[src/rtl/quad_pkg.sv]
// Shared types and helpers for the quadrature velocity path: FSM states,
// moving-average constants and the delta saturation function.
package quad_pkg;

   typedef enum logic [1:0] {
      ST_PRIME = 2'd0,
      ST_FILL  = 2'd1,
      ST_RUN   = 2'd2
   } quad_state_t;

   localparam int AVG_TAPS  = 4;
   localparam int AVG_SHIFT = 2;

   // Clip a 32-bit signed delta into the signed range of a vel_w-bit word.
   function automatic logic signed [31:0] sat_clip(input logic signed [31:0] raw,
                                                   input int vel_w);
      longint hi;
      longint lo;
      hi = (longint'(1) <<< (vel_w - 1)) - 1;
      lo = -(longint'(1) <<< (vel_w - 1));
      if (longint'(raw) > hi) begin
         return 32'(hi);
      end else if (longint'(raw) < lo) begin
         return 32'(lo);
      end
      return raw;
   endfunction

endpackage

[src/rtl/quad_tick_gen.sv]
// Free-running sample-window timer: pulses tick on the last cycle of every
// SAMPLE_DIV-cycle window; synchronous reset restarts the window at 0.
module quad_tick_gen #(
   parameter int SAMPLE_DIV = 50000
) (
   input  logic clk,
   input  logic rst,
   output logic tick
);

   localparam int TW = (SAMPLE_DIV > 2) ? $clog2(SAMPLE_DIV) : 1;

   logic [TW-1:0] timer_q;
   logic [TW-1:0] timer_d;

   assign tick = (timer_q == TW'(SAMPLE_DIV - 1));

   always_comb begin
      timer_d = tick ? '0 : timer_q + 1'b1;
   end

   always_ff @(posedge clk) begin
      if (rst) begin
         timer_q <= '0;
      end else begin
         timer_q <= timer_d;
      end
   end

endmodule

[src/rtl/quad_velocity.sv]
// Velocity estimator: saturated position delta per sample window with a
// one-cycle valid strobe. Define QUAD_VEL_AVG_EN for a 4-tap moving average.
module quad_velocity
   import quad_pkg::*;
#(
   parameter int SAMPLE_DIV = 50000,
   parameter int VEL_W      = 16
) (
   input  logic                    clk,
   input  logic                    rst,
   input  logic signed [31:0]      count,
   output logic signed [VEL_W-1:0] velocity,
   output logic                    vel_valid,
   output logic                    vel_sat
);

   logic                    tick;
   quad_state_t             state_q, state_d;
   logic signed [31:0]      prev_q;
   logic signed [31:0]      raw;
   logic signed [31:0]      clip;
   logic signed [VEL_W-1:0] dsat;
   logic                    dsat_flag;
   logic signed [VEL_W-1:0] vel_q, vel_d;
   logic                    sat_q, sat_d;
   logic                    valid_q;

   quad_tick_gen #(.SAMPLE_DIV(SAMPLE_DIV)) u_tick (
      .clk  (clk),
      .rst  (rst),
      .tick (tick)
   );

   // Modular subtraction absorbs position wrap-around.
   always_comb begin
      raw       = count - prev_q;
      clip      = sat_clip(raw, VEL_W);
      dsat      = clip[VEL_W-1:0];
      dsat_flag = (clip != raw);
   end

`ifdef QUAD_VEL_AVG_EN
   logic signed [VEL_W-1:0] hist_q [AVG_TAPS-1];
   logic [AVG_TAPS-2:0]     hsat_q;
   logic [1:0]              fill_q, fill_d;
   logic signed [VEL_W+1:0] sum;

   always_comb begin
      sum = (VEL_W+2)'(dsat);
      for (int i = 0; i < AVG_TAPS - 1; i++) begin
         sum = sum + (VEL_W+2)'(hist_q[i]);
      end
      vel_d = VEL_W'(sum >>> AVG_SHIFT);
      sat_d = dsat_flag | (|hsat_q);
   end

   always_ff @(posedge clk) begin
      if (rst) begin
         for (int i = 0; i < AVG_TAPS - 1; i++) hist_q[i] <= '0;
         hsat_q <= '0;
         fill_q <= '0;
      end else begin
         fill_q <= fill_d;
         if (tick && (state_q != ST_PRIME)) begin
            for (int i = AVG_TAPS - 2; i > 0; i--) hist_q[i] <= hist_q[i-1];
            hist_q[0] <= dsat;
            hsat_q    <= {hsat_q[AVG_TAPS-3:0], dsat_flag};
         end
      end
   end
`else
   always_comb begin
      vel_d = dsat;
      sat_d = dsat_flag;
   end
`endif

   always_comb begin
      state_d = state_q;
`ifdef QUAD_VEL_AVG_EN
      fill_d  = fill_q;
`endif
      case (state_q)
         ST_PRIME: begin
            if (tick) begin
`ifdef QUAD_VEL_AVG_EN
               state_d = ST_FILL;
`else
               state_d = ST_RUN;
`endif
            end
         end
`ifdef QUAD_VEL_AVG_EN
         ST_FILL: begin
            if (tick) begin
               fill_d = fill_q + 2'd1;
               if (fill_q == 2'(AVG_TAPS - 2)) state_d = ST_RUN;
            end
         end
`endif
         ST_RUN:  state_d = ST_RUN;
         default: state_d = ST_PRIME;
      endcase
   end

   always_ff @(posedge clk) begin
      if (rst) begin
         state_q <= ST_PRIME;
         prev_q  <= '0;
         vel_q   <= '0;
         sat_q   <= 1'b0;
         valid_q <= 1'b0;
      end else begin
         state_q <= state_d;
         valid_q <= tick && (state_q == ST_RUN);
         if (tick) prev_q <= count;
         if (tick && (state_q == ST_RUN)) begin
            vel_q <= vel_d;
            sat_q <= sat_d;
         end
      end
   end

   assign velocity  = vel_q;
   assign vel_valid = valid_q;
   assign vel_sat   = sat_q;

endmodule
[config.mk]
export PLATFORM = sky130hd
export DESIGN_NAME = quad_velocity
export DESIGN_NICKNAME = d
export VERILOG_FILES = /design/src/rtl/quad_pkg.sv /design/src/rtl/quad_tick_gen.sv /design/src/rtl/quad_velocity.sv
export SDC_FILE = /design/constraint.sdc
export NUM_CORES = 1
export LEC_CHECK = 0
export BUFFER_PORTS_ARGS = -buffer_cell sky130_fd_sc_hd__buf_4
export CORE_MARGIN = 1.5
export CORE_UTILIZATION = 40
export DETAILED_ROUTE_END_ITERATION = 12
export PLACE_DENSITY_LB_ADDON = 0.15
export SLEW_MARGIN = 20
export SYNTH_ARGS = -nofsm -noshare
export SYNTH_HDL_FRONTEND = slang
export SYNTH_HIERARCHICAL = 1
export SYNTH_SLANG_ARGS = --single-unit
[constraint.sdc]
create_clock -name clk -period 3.95 [get_ports clk]
set_input_delay 0.5925 -clock clk [delete_from_list [all_inputs] [get_ports clk]]
set_output_delay 0.5925 -clock clk [all_outputs]
set_load 0.005 [all_outputs]
Word level (Yosys, flattened, before mapping)
Cells that the tools add are included.

Output and inout bits: 18. Register bits: 68.

Mux-type cells: 7. Reduce and logical (&&, ||, !) cells: 3. Add/subtract/negate cells: 2. Magnitude comparators: 2. Equality and inequality tests: 4.

Operator list (count): 32-bit 2-to-1 mux (3); 32-bit by 16-bit > comparator with 1-bit output (second input constant) (1); 32-bit by 16-bit < comparator with 1-bit output (second input constant) (1); 32-bit != test (1); 32-bit subtractor (1); 16-bit by 1-bit adder with 16-bit output (second input constant) (1); 16-bit == test (second input constant) (1); 2-bit case mux with 2 select lines (1); 2-bit == test (second input constant) (1); 2-bit logical NOT (1); 1-bit 2-to-1 mux (2); 2-bit 2-to-1 mux (1); 2-bit != test (second input constant) (1); 2-bit OR reduction (1); 1-bit logical AND (1).

Logic depth before layout (Yosys ltp)
Gate-level depths: netlist of run 1.

Depth in word-level cells: 6. Gate-level depth with buffers: 14.

Modules after synthesis
Netlist of run 1, hierarchy kept.

Modules (own cells, without submodules): quad_velocity (instances 1, area an instance 4297.9 um^2, cells each 537); quad_tick_gen (instances 1, area an instance 710.7 um^2, cells each 81).

Worst setup path before layout of run 1
OpenSTA, ideal clock, no wires.

Path type: input-to-reg. From: in count[0]. To: reg vel_q[10] (netlist: velocity[10]). Setup slack: 0.133 ns. Stages on the path: 13. Data arrival time: 3.723 ns. Path buffers: 1. Setup time: 0.094 ns. Path through: inv_1 -> ha_1 -> inv_1 -> fa_1 -> a21o_1 -> a221o_2 -> a21oi_2 -> o211ai_1 -> or4_1 -> or4_4 -> o21ba_4 -> buf_6 -> o311ai_2.

Longest elaborated chain between the ends: 5. Elaborated cells on any way between the ends: 7.

RTL lines: start, declared (RTL line quad_velocity.sv:11) `input logic signed [31:0] count,`; 32-bit subtractor (*) (RTL line quad_velocity.sv:36) `raw = count - prev_q;`; 32-bit by 16-bit < comparator with 1-bit output (RTL line quad_pkg.sv:23) `end else if (longint'(raw) < lo) begin`; 1-bit 2-to-1 mux (RTL line quad_pkg.sv:23); 1-bit 2-to-1 mux (RTL line quad_pkg.sv:21) `if (longint'(raw) > hi) begin`; 32-bit 2-to-1 mux (*) (RTL line quad_pkg.sv:26) `return raw;`; end signal, assigned (RTL line quad_velocity.sv:118) `vel_q <= vel_d;`; end, declared (RTL line quad_velocity.sv:24) `logic signed [VEL_W-1:0] vel_q, vel_d;`.

Mark *: on every way between the ends. The rest lies on a longest branch, timed or not. A chain may end at the register's enable or synchronous reset.

Worst setup path in the final report of run 1
From: in count[0]. To: reg vel_q[4] (netlist: velocity[4]).

Same word-level chain as after synthesis.

==> results of run 1 <==
layer usage:
metal,GRT usage [%],wire (microns),vias up
met5,0,0,-
met4,6.091,186,0
met3,4.533,547,15
met2,31.55,5846,121
met1,27.76,6495,2192
li1,-,-,2391
cell families (layout without fill, tap and decap cells):
family	Yosys count	in the layout
xor+xnor	31	31
simple gates	227	227
fa+ha+maj	33	33
mux	34	34
flops	67	67
buf+inv	73	137
compound gates	153	153
area by class of cell:
type	count	share of cell area, %
Clock inverter	5	1.029
Multi-Input combinational cell	478	56.29
Sequential cell	67	22.51
Inverter	43	2.708
Tap cell	168	3.527
Timing Repair Buffer	78	10.04
Clock buffer	11	3.905
path summary, 6_finish.rpt:
check / from / endpoint / slack, ns / cells after the start
worst min-delay path: u_tick/timer_q[0] / u_tick/timer_q[0] / 0.47 / 1
worst min register to register: u_tick/timer_q[0] / u_tick/timer_q[0] / 0.47 / 1
worst max-delay path: count[0] / velocity[4] / 0.22 / 13
worst max register to register: prev_q[0] / velocity[4] / 0.29 / 11
per-stage QoR:
| step | instance area [sq um] | TNS (ns) | hold slack [ns] |
|---|---|---|---|
| after global placement | 5659 | -0.1782 | 0.4418 |
| after global routing | 5959 | 0 | 0.4998 |
| after detailed placement | 5659 | -1.254 | 0.4511 |
| final | 5959 | 0 | 0.4654 |
| after CTS | 5953 | 0 | 0.4646 |
| after floorplan | 5009 | 0 | 0.4299 |
power groups by stage:
stage	sequential [mW]	clock, mW	combinational, mW
2_1_floorplan	0.695	0	0.208
3_3_place_gp	0.696	0	0.309
3_5_place_dp	0.696	0	0.310
4_1_cts	0.681	0.825	0.313
5_1_grt	0.681	0.851	0.347
6_report	0.681	0.798	0.316
flip-flops by register name (all words and copies together) (netlist names):
| name | flops |
|---|---|
| vel_valid | 1 |
| velocity | 16 |
| state_q | 1 |
| u_tick/timer_q | 16 |
| prev_q | 32 |
| vel_sat | 1 |
placed cells by master (no fill, tap or decap), types with 11 or more instances in the layout:
cell type | synthesis | routed
a21oi_1 | 31 | 31
and4_1 | 11 | 11
buf_4 | 2 | 77
dfxtp_1 | 67 | 67
ha_1 | 32 | 32
inv_1 | 43 | 43
mux2i_1 | 34 | 34
nand2_1 | 51 | 51
nand3_1 | 16 | 16
nand4_1 | 12 | 12
nor2_1 | 75 | 75
nor3_1 | 11 | 11
o21ai_0 | 23 | 22
xnor2_1 | 25 | 25
==> flow_summary_export.csv, run 1 <==
group,metric,value,unit
cells_and_area,multi_input_area,0.003354,sq mm
setup_path,cp_common_cell,"inv_1",
power_and_ir_drop,finalPower,1.795,mW
timing,relSlewSlack,59.68,%
setup_path,required,4.18,ns
logic_synthesis,synth_top_cell_by_area,"dfxtp_1",
timing,finalSetupViolCount,0,
logic_synthesis,yosysMostFrequentCell,"nor2_1",
clock_network,cts.clk_slew.worst_paths,0.06,ns
power_and_ir_drop,clockPowerShare,44.5,%
clock_network,cts.htree.levels,3,
setup_path,path_buf_inv,3,
routing,ant_nets,0,
setup_path,critical_path.top_delay_family,"compound AO/OA/AOI/OAI gates",
floorplanning,ios,52,
logic_synthesis,yosys.area_share.simple,22.78,%
routing,drt_wl_total,13080,microns
timing,period_share,94.44,%
placement,hpwl,10160,microns
logic_synthesis,async_reset_ff_share,0,%
run,cap_violations,0,
power_and_ir_drop,power.leakage,2.148,nW
clock_network,cts-buffers-inserted,9,
routing,drt-pass1-iter-count,5,
logic_synthesis,synthFlopType,"dfxtp_1",
setup_path,end_kind,"flip-flop",
cells_and_area,antenna_cells,0,
power_and_ir_drop,powerDensity,301.2,mW/mm^2
cells_and_area,stdcell_count,850,
routing,vias,4719,
cells_and_area,fin_util,49.20,%
cells_and_area,seq_area,0.001341,sq mm
logic_synthesis,synth_fa_ha_area_share,8.394,%
logic_synthesis,synthMuxAreaShare,6.795,%
power_and_ir_drop,combPwrFrac,17.6,%
logic_synthesis,yosys_warnings,6,
power_and_ir_drop,pwr-share-seq,38.0,%
logic_synthesis,postSynthNetCount,685,
logic_synthesis,synth-seq-cells,67,
global_routing,grt_max_degree,39,
logic_synthesis,syn_area_per_cell,8.104,sq um
global_routing,grt_pass1_vias,4192,
setup_path,worst-setup-path-type,"primary input to flip-flop",
logic_synthesis,synth_commonest_cells,"nor2_1 (75), dfxtp_1 (67), nand2_1 (51), inv_1 (43), mux2i_1 (34)",
routing,wire_per_inst,15.38,microns
cells_and_area,nFillCells,1215,
clock_network,cts_buffer_depth,2,
clock_network,clk_latency,0.34,ns
setup_path,start_kind,"primary input",
logic_synthesis,ys_types,75,
global_routing,grtUsageTotal,20.17,%
clock_network,cts-root-buf,"clkbuf_16",
placement,port_buffers,51,
global_routing,grt_pass1_wl,20960,microns
logic_synthesis,synth_enable_flop_cells,0,
timing,finalHoldViolations,0,
floorplanning,placementRows,40,
logic_synthesis,synth_xor_area_share,5.421,%
floorplanning,die_x,114.9,microns
clock_network,cts.sinks,67,
setup_path,crit_arrival,3.96,ns
timing,fmax,0.2681,GHz
floorplanning,die-area,0.01320,sq mm
cells_and_area,final_net_count,744,
logic_synthesis,synthesis.instances,618,
floorplanning,die_y,114.9,microns
power_and_ir_drop,power_switching,0.4931,mW
clock_network,ctsResizeCount,0,
clock_network,cts_tree,"done",
logic_synthesis,synthTopCellsByArea,"dfxtp_1 (27%), ha_1 (8.0%), mux2i_1 (6.8%)",
placement,place_ws,-0.1549,ns
timing,period_minus_slack,3.731,ns
routing,viasPerCell,5.552,
setup_path,crit_chain,"buf_4 > inv_1 > ha_1 > inv_1 > fa_1 > a21o_1 > a221o_2 > a21oi_2 > o211ai_1 > or4_1 > or4_4 > o21ba_4 > o311ai_0",
logic_synthesis,synth_top_area_share,26.78,%
power_and_ir_drop,peakVddDrop,0.1748,mV
placement,finalWeightedCongestion,0.8507,
floorplanning,start_util,41.35,%
timing,rsz0062_at_grt,"false",
timing,setup_ws,0.2195,ns
cells_and_area,syn_to_final_growth,18.99,%
power_and_ir_drop,power.internal,1.302,mW
global_routing,grt.overflow.total,0,
logic_synthesis,yosysSeqAreaShare,26.78,%
timing,slew_viol_final,0,
timing,fin_skew,0.005794,ns
logic_synthesis,synth_top_family_by_area,"compound AO/OA/AOI/OAI gates",
timing,tightest_slew,0.6048,ns
floorplanning,core,0.01211,sq mm
run_status,outcome,"finished, final reports clean",
placement,place_inst,834,
routing,initialDrtViolationCount,231,
logic_synthesis,synth_compound_area_share,23.43,%
routing,drcViolationCount,0,
clock_network,post_cts.repair.setup_buffers,0,
clock_network,cts_hold_buf,0,
global_routing,grt_antenna_before_repair,0,
setup_path,cp_slowest_stage_delay,0.53,ns
power_and_ir_drop,swShare,27.47,%
min_path,hp-class,"flip-flop to flip-flop",
cells_and_area,drive_gt1_share,17.74,%
setup_path,cp_max_fo,15,
logic_synthesis,synth_area,0.005009,sq mm
setup_path,critical-path-slowest-cell,"or4_1",
(Power assumes the default switching activity.)
==> inputs of run 2 (changes only) <==
Settings changed: SYNTH_HIERARCHICAL 1 to unset.
==> flow_summary_export.csv, run 2 <==
group,metric,value,unit
cells_and_area,syn_to_final_growth,19.14,%
floorplanning,die_y,113.0,microns
global_routing,gr-usage-met1,26.82,%
timing,fin_skew,0.009737,ns
logic_synthesis,synth_area,0.004843,sq mm
logic_synthesis,synth_top_cell_by_area,"dfxtp_1",
cells_and_area,final_common_cell,"nand2_1",
global_routing,grt_util_met2,29.98,%
logic_synthesis,synthFlopType,"dfxtp_1",
cells_and_area,largest_reg_flops,32,
min_path,hp-class,"flip-flop to flip-flop",
run,cap_violations,0,
setup_path,r2r_end,"velocity[2]",
timing,finalSetupViolCount,0,
timing,rsz0062_at_grt,"false",
power_and_ir_drop,powerDensity,312.8,mW/mm^2
routing,drt-pass1-iter-count,4,
clock_network,cts-root-buf,"clkbuf_16",
cells_and_area,largest-register,"prev_q",
routing,viasPerCell,5.330,
placement,placed_area,0.005470,sq mm
logic_synthesis,synthesis.instances,628,
cells_and_area,antenna_cells,0,
run_status,outcome,"finished, final reports clean",
logic_synthesis,yosysSeqAreaShare,27.69,%
power_and_ir_drop,peakVddDrop,0.2120,mV
floorplanning,start_util,40.66,%
global_routing,grt_pass1_vias,4225,
setup_path,startpoint,"count[0]",
clock_network,cts.htree.levels,3,
clock_network,clk_latency,0.35,ns
power_and_ir_drop,power.leakage,2.144,nW
global_routing,grt.busiest_layer,"met2",
floorplanning,die_x,113.0,microns
clock_network,cts-buffers-inserted,9,
clock_network,cts.sinks,67,
cells_and_area,drive_gt1_share,18.88,%
setup_path,start_kind,"primary input",
routing,vias,4509,
routing,wire_per_inst,14.06,microns
timing,period_share,93.87,%
timing,finalHoldViolations,0,
global_routing,grt_max_degree,54,
placement,finalWeightedCongestion,0.8321,
clock_network,cts.clk_slew.worst_paths,0.06,ns
logic_synthesis,yosysMostFrequentCell,"nand2_1",
cells_and_area,final_net_count,761,
setup_path,rrSetupSlack,0.29,ns
global_routing,grt_pass1_wl,20000,microns
timing,tightest_slew,0.7022,ns
floorplanning,placementRows,40,
timing,fmax,0.2697,GHz
timing,period_minus_slack,3.708,ns
cells_and_area,fin_area,0.005771,sq mm
setup_path,required,4.20,ns
floorplanning,die-area,0.01278,sq mm
global_routing,grt.overflow.total,0,
floorplanning,core,0.01191,sq mm
floorplanning,ios,52,
min_path,hold_depth,2,
routing,initialDrtViolationCount,304,
logic_synthesis,synth_top_area_share,27.69,%
timing,relSlewSlack,52.69,%
logic_synthesis,postSynthNetCount,695,
routing,drcViolationCount,0,
clock_network,cts_hold_buf,0,
setup_path,cp_max_fo,15,
global_routing,grtUsageTotal,19.30,%
placement,port_buffers,51,
setup_path,worst-setup-path-type,"primary input to flip-flop",
logic_synthesis,synthTopCellsByArea,"dfxtp_1 (28%), ha_1 (8.3%), a21oi_1 (7.6%)",
cells_and_area,mostFrequentLayoutCells,"nand2_1 (97), buf_4 (86), a21oi_1 (74)",
clock_network,cts_tree,"done",
routing,ant_nets,0,
setup_path,end_kind,"flip-flop",
setup_path,reg2reg_depth,13,
setup_path,setup.worst_path.end,"velocity[2]",
timing,slew_viol_final,0,
logic_synthesis,synth_enable_flop_cells,0,
setup_path,r2r_start,"prev_q[24]",
logic_synthesis,yosys_warnings,0,
logic_synthesis,synth_commonest_cells,"nand2_1 (97), a21oi_1 (74), dfxtp_1 (67), nor2_1 (51), inv_1 (41)",
placement,hpwl,9160,microns
logic_synthesis,ys_types,67,
global_routing,use_met3,4.178,%
logic_synthesis,async_reset_ff_share,0,%
logic_synthesis,syn_area_per_cell,7.712,sq um
clock_network,post_cts.repair.setup_buffers,0,
clock_network,cts_buffer_depth,2,
logic_synthesis,synth-seq-cells,67,
global_routing,grt_antenna_before_repair,0,
routing,drt_wl_total,11890,microns
setup_path,crit_arrival,3.95,ns
cells_and_area,fin_util,48.45,%
run 2: cell count changes in the layout (fill, tap and decap cells not counted), sizes merged, moves of 7 or more:
cell	before	now
a21boi	1	17
buf	78	87
mux2i	34	4
nand2	51	97
a221oi	1	16
nor2	75	51
o311ai	15	2
xor2	6	22
xnor2	25	18
and4	11	2
a21oi	32	76
o2111ai	7	0
run 2: worst min-delay path by stage:
stage	from	end	slack, ns
2_1_floorplan	u_tick.timer_q[0]	u_tick.timer_q[0]	0.43
3_3_place_gp	prev_q[13]	prev_q[13]	0.44
3_5_place_dp	prev_q[19]	prev_q[19]	0.45
4_1_cts	prev_q[19]	prev_q[19]	0.45
5_1_grt	prev_q[24]	prev_q[24]	0.47
6_report	prev_q[19]	prev_q[19]	0.45
run 2: area by class of cell:
| cell class | instances | area (sq um) |
|---|---|---|
| clock buffers | 10 | 229.0 |
| clock inverters | 6 | 71.32 |
| fillers | 1206 | 6141 |
| inverters | 42 | 157.7 |
| multi-input cells | 487 | 3122 |
| flip-flops and latches | 67 | 1341 |
| well taps | 147 | 183.9 |
| repair buffers | 87 | 665.6 |
run 2: cells by family (layout without fill, tap and decap cells):
| group | Yosys count | after routing | synth area share, % |
|---|---|---|---|
| simple gates | 228 | 228 | 21.98 |
| compound gates | 182 | 182 | 25.73 |
| buf+inv | 74 | 145 | 7.853 |
| flops | 67 | 67 | 27.69 |
| xor+xnor | 40 | 40 | 7.233 |
| fa+ha+maj | 33 | 33 | 8.680 |
| mux | 4 | 4 | 0.8267 |
run 2: per-stage QoR:
stage	power, mW	hold WS [ns]	instances	worst slack, ns	TNS [ns]
floorplan	0.9062	0.4295	628	0.2479	0
global placement	0.9992	0.4418	830	0.03066	0
detailed placement	1.002	0.4465	830	-0.1182	-0.7221
CTS	1.827	0.4540	846	0.2266	0
global route	1.893	0.4661	846	0.008524	0
finish	1.805	0.4532	846	0.2421	0
run 2: timing repair:
| item | CTS | global route |
|---|---|---|
| endpoints found under the setup margin | 0 | 3 |
| endpoints found under the hold margin | 0 | 0 |
| gates resized for setup | 0 | 1 |
run 2: per-layer routing:
metal  vias up  part of all wire (%)
li1       2354                     -
met2        69                    43
met3        13                   3.9
met5         -                     0
met4         0                   1.4
met1      2073                    52
run 2: worst max-delay path, cell delays in order:
cell and delay, ns:
buf_4 0.11, inv_1 0.05, ha_1 0.18, inv_1 0.06, fa_1 0.38, a21oi_1 0.16, nand4b_1 0.17, a21o_1 0.20
a31oi_1 0.13, nor2_1 0.17, o211ai_1 0.13, or4_1 0.49, or4_1 0.41, or2_1 0.26, buf_12 0.17, a221oi_1 0.28
run 2: report_power, final:
part	internal, mW	leakage [nW]	switching (mW)
clock network	0.495	0.140	0.320
registers	0.678	0.540	0.00218
logic	0.132	1.46	0.178
total	1.31	2.14	0.500
